==> config.mk <==
export PLATFORM = sky130hd
export DESIGN_NAME = idex_reg
export DESIGN_NICKNAME = d
export VERILOG_FILES = /design/src/rtl/idex_reg.sv
export SDC_FILE = /design/constraint.sdc
export NUM_CORES = 1
export LEC_CHECK = 0
export CELL_PAD_IN_SITES_DETAIL_PLACEMENT = 1
export CELL_PAD_IN_SITES_GLOBAL_PLACEMENT = 1
export CORE_MARGIN = 2
export CORE_UTILIZATION = 29
export CTS_CLUSTER_DIAMETER = 50
export CTS_CLUSTER_SIZE = 8
export DETAILED_ROUTE_END_ITERATION = 10
export PLACE_DENSITY = 0.81
export SLEW_MARGIN = 25
export SYNTH_ARGS = -nofsm -noshare
export SYNTH_HDL_FRONTEND = slang
export SYNTH_SLANG_ARGS = --single-unit
export TNS_END_PERCENT = 20
==> constraint.sdc <==
create_clock -name clk -period 1.8 [get_ports clk]
set_input_delay 0.27 -clock clk [delete_from_list [all_inputs] [get_ports clk]]
set_output_delay 0.27 -clock clk [all_outputs]
set_load 0.01 [all_outputs]
==> src/rtl/idex_reg.sv <==
// ID/EX pipeline register with hold, load-use flush, and a saturating counter
// of bubbles entering the EX stage.
module idex_reg (
  input  logic        clk,
  input  logic        rst_n,
  input  logic        flushIDEX,
  input  logic        hold,
  input  logic        IFIDvalid,
  input  logic        RegDst,
  input  logic        ALUSrc,
  input  logic        MemToReg,
  input  logic        RegWrite,
  input  logic        MemRd,
  input  logic        MemWr,
  input  logic        Branch,
  input  logic [3:0]  ALUOp,
  input  logic [31:0] PCplus4,
  input  logic [31:0] RsData,
  input  logic [31:0] RtData,
  input  logic [31:0] Imm32,
  input  logic [4:0]  Rs,
  input  logic [4:0]  Rt,
  input  logic [4:0]  Rd,
  input  logic        bubclr,
  output logic        IDEXvalid,
  output logic        IDEXRegDst,
  output logic        IDEXALUSrc,
  output logic        IDEXMemToReg,
  output logic        IDEXRegWrite,
  output logic        IDEXMemRd,
  output logic        IDEXMemWr,
  output logic        IDEXBranch,
  output logic [3:0]  IDEXALUOp,
  output logic [31:0] IDEXPCplus4,
  output logic [31:0] IDEXRsData,
  output logic [31:0] IDEXRtData,
  output logic [31:0] IDEXImm32,
  output logic [4:0]  IDEXRs,
  output logic [4:0]  IDEXRt,
  output logic [4:0]  IDEXRd,
  output logic [7:0]  bubcnt
);

  logic bubble;
  assign bubble = flushIDEX | ~IFIDvalid;

  always_ff @(posedge clk) begin
    if (!rst_n) begin
      IDEXvalid    <= 1'b0;
      IDEXRegDst   <= 1'b0;
      IDEXALUSrc   <= 1'b0;
      IDEXMemToReg <= 1'b0;
      IDEXRegWrite <= 1'b0;
      IDEXMemRd    <= 1'b0;
      IDEXMemWr    <= 1'b0;
      IDEXBranch   <= 1'b0;
      IDEXALUOp    <= '0;
      IDEXPCplus4  <= '0;
      IDEXRsData   <= '0;
      IDEXRtData   <= '0;
      IDEXImm32    <= '0;
      IDEXRs       <= '0;
      IDEXRt       <= '0;
      IDEXRd       <= '0;
      bubcnt       <= '0;
    end else begin
      if (!hold) begin
        // Datapath values pass through even on a bubble; only control is squashed.
        IDEXPCplus4 <= PCplus4;
        IDEXRsData  <= RsData;
        IDEXRtData  <= RtData;
        IDEXImm32   <= Imm32;
        if (bubble) begin
          IDEXvalid    <= 1'b0;
          IDEXRegDst   <= 1'b0;
          IDEXALUSrc   <= 1'b0;
          IDEXMemToReg <= 1'b0;
          IDEXRegWrite <= 1'b0;
          IDEXMemRd    <= 1'b0;
          IDEXMemWr    <= 1'b0;
          IDEXBranch   <= 1'b0;
          IDEXALUOp    <= '0;
        end else begin
          IDEXvalid    <= 1'b1;
          IDEXRegDst   <= RegDst;
          IDEXALUSrc   <= ALUSrc;
          IDEXMemToReg <= MemToReg;
          IDEXRegWrite <= RegWrite;
          IDEXMemRd    <= MemRd;
          IDEXMemWr    <= MemWr;
          IDEXBranch   <= Branch;
          IDEXALUOp    <= ALUOp;
        end
        if (flushIDEX) begin
          IDEXRs <= '0;
          IDEXRt <= '0;
          IDEXRd <= '0;
        end else begin
          IDEXRs <= Rs;
          IDEXRt <= Rt;
          IDEXRd <= Rd;
        end
      end

      if (bubclr)
        bubcnt <= '0;
      else if (!hold && bubble && bubcnt != '1)
        bubcnt <= bubcnt + 8'd1;
    end
  end

endmodule

==> qor.txt <==
Placed Area - 9650 um2
CP bufs+invs - 1
crit start category - flop
number of enable-type register cells in the synthesized netlist - 0
Remaining DRCs - 0
CTS buffer count - 17
final hold viol count - 0
vias - 5157
Worst R2R End - bubcnt[3]
core box area - 20900 um2
PortBufs - 322
Final setup viols - 0
DPL Wire Length - 14300 um
sequential share of the synthesized area - 53.2%
largest net degree at the start of global routing - 72
Synth Register Bits - 163
die area - 22300 um2
CP arrival - 1.45 ns
TritonCTS clock tree - done
Worst Hold Class - in2reg
Leakage - 4.00 nW
maximum clock path buffer count - 2
routability congestion estimate - 0.745
placed cells - 1120
Crit. End Element - primary output
Main synth FF type - dfxtp_1
ys async rst share - 0%
vias per cell - 4.48
worst clock skew - 0.00881 ns
power per cell area - 875 nW/um2
Ys Warns - 0
layout cell share with drive strength beyond 1 - 5.48%
post-route clock period utilization - 95.7%
# clock sinks - 163
fin util - 49.0%
first-pass GRT wire length - 29700 um
area of the multi-input gates - 2700 um2
CP delay by family, top - buffers and inverters
Area Overhead vs Synth - 66.9%
FF-to-FF Start - bubcnt[0]
Synth Cell Area - 6130 um2
Boundary Pins - 323
status - completed
Area contributors post-synth - dfxtp_1, mux2i_1, nor2b_1
Worst R2R Setup Slack - 0.09 ns
RSZ-0062 raised after global routing - false
Reg area - 3260 um2
Final nets - 1025
most common cell in the synthesized netlist - dfxtp_1
CTS Hold Bufs - 0
clock latency on the worst-skew pair - 0.41 ns
kind of critical path - reg2out
initial antenna violation count - 0
Mean Syn Cell Area - 11.1 um2
Root Driver - clkbuf_16
Cell Count, Final, Fillers Out - 1151
crit-path max FO - 7
Die Height - 149 um
Routed wire per std cell - 17.0 um
max frequency - 580 MHz
vias in the first global route - 5503
WHS Path Cells - 2
Cells after Synth - 551
Worst Path Required - 1.53 ns
final non-filler cell area - 10200 um2
worst vdd ir - 0.000566 V
Worst-path clk slew - 0.07 ns
setup TNS - 0 ns
initial drt markers - 114
Yosys cell types - 25
Worst Hold Launch - rst_n
Total GRT Usage - 17.0%
total gr overflow - 0
reg2reg path depth - 5
worst slew pin tran - 0.826 ns
Yosys top cell area share - 53.2%
htree depth - 4
post-layout min period - 1.72 ns
Worst slew margin - 44.7%
CP cell instances - clkdlybuf4s50_1
Largest stage delay, worst path - 0.59 ns
dominant cell type by area after synthesis - dfxtp_1
Endpoint, Worst Hold - IDEXALUOp[0]
MaxCap Viol Count - 0
Die X-Extent - 149 um
first-pass detailed-route iteration total - 4
antenna fix cells - 0
Starting Density - 29.4%
DRT Wirelength - 19600 um
net count after synthesis - 712
Fill cells - 2262
slowest CP cell - clkdlybuf4s50_1
Pins Over Slew Limit - 0
antenna-violating nets left - 0
std cell rows - 53
Synth top cells by count - dfxtp_1, nor2b_1, mux2i_1
==> where the power goes <==
group	leakage [nW]	internal [mW]	total (mW)	switching (mW)
registers	1.34	3.80	3.90	0.103
logic	2.38	0.864	1.37	0.502
clock network	0.278	2.11	3.69	1.59
total	4.00	6.77	8.96	2.19
==> timing repair <==
item / 4_1_cts / 5_1_grt
gates resized for setup: 0 / 1
setup endpoints to repair: 0 / 1
setup buffers: 0 / 0
==> kinds of logic (layout without fill, tap and decap cells) <==
group,after synthesis,after routing,share of synthesized area [%]
AO/OA/AOI/OAI,42,42,4.88
adder cells (fa/ha/maj),1,1,0.204
flip-flops,163,163,53.2
multiplexers,128,128,20.9
XOR/XNOR,1,1,0.143
buffers and inverters,39,364,2.75
AND/OR/NAND/NOR,177,177,17.9
==> per-layer routing <==
layer | wire (um) | GRT usage (%) | vias up
met3 | 2040 | 7.04 | 24
li1 | - | - | 2483
met4 | 377 | 5.43 | 0
met2 | 9410 | 29.4 | 209
met5 | 0 | 0 | -
met1 | 7740 | 19.0 | 2441
==> through the flow <==
| stage | setup WS [ns] | power (mW) | hold slack [ns] |
|---|---|---|---|
| after global routing | 0.00525 | 9.35 | 0.188 |
| after global placement | -0.0634 | 5.33 | 0.493 |
| after detailed placement | -0.109 | 5.36 | 0.490 |
| after CTS | 0.0130 | 9.11 | 0.171 |
| after floorplan | 0.160 | 4.50 | 0.436 |
| final | 0.0766 | 8.96 | 0.197 |
==> layout by cell type (no fill, tap or decap), types with 2 or more instances in the layout <==
| cell type | instances |
|---|---|
| nand3_1 | 4 |
| mux2i_1 | 128 |
| dfxtp_1 | 162 |
| a311oi_1 | 2 |
| clkbuf_16 | 17 |
| clkdlybuf4s50_1 | 320 |
| bufinv_16 | 2 |
| nor2_1 | 4 |
| a22oi_1 | 26 |
| buf_4 | 7 |
| clkbuf_8 | 2 |
| a21oi_1 | 5 |
| a31oi_1 | 2 |
| or3_1 | 2 |
| inv_1 | 2 |
| nand2b_1 | 2 |
| nor2b_1 | 156 |
| clkinvlp_4 | 4 |
| inv_6 | 5 |
| nand2_1 | 3 |
| o21ai_0 | 4 |
| buf_12 | 3 |
| nand4_1 | 2 |
==> cell type report <==
| cell class | count | area share, % |
|---|---|---|
| multi-input combinational | 349 | 26.4 |
| timing repair buffer | 331 | 32.5 |
| tap | 275 | 3.36 |
| clock buffer | 18 | 4.29 |
| inverter | 2 | 0.0733 |
| clock inverter | 13 | 1.47 |
| sequential | 163 | 31.9 |
==> state kept, by name, summed over array words and instances, names as in the netlist <==
signal / count
IDEXvalid: 1
IDEXRegWrite: 1
bubcnt: 8
IDEXRt: 5
IDEXMemRd: 1
IDEXRs: 5
IDEXMemToReg: 1
IDEXALUOp: 4
IDEXBranch: 1
IDEXRsData: 32
IDEXALUSrc: 1
IDEXMemWr: 1
IDEXRd: 5
IDEXRegDst: 1
IDEXRtData: 32
IDEXPCplus4: 32
IDEXImm32: 32
==> worst max path at each step <==
stage | startpoint | to | slack (ns) | cells past startpoint
final | bubcnt[3] | bubcnt[3] | 0.08 | 1
after global placement | flushIDEX | IDEXALUSrc | -0.06 | 5
after global routing | bubcnt[5] | bubcnt[5] | 0.005 | 1
after floorplan | bubcnt[0] | bubcnt[3] | 0.16 | 5
after CTS | bubcnt[2] | bubcnt[2] | 0.01 | 1
after detailed placement | flushIDEX | IDEXMemRd | -0.11 | 5
Power figures use the tool's default switching activity.
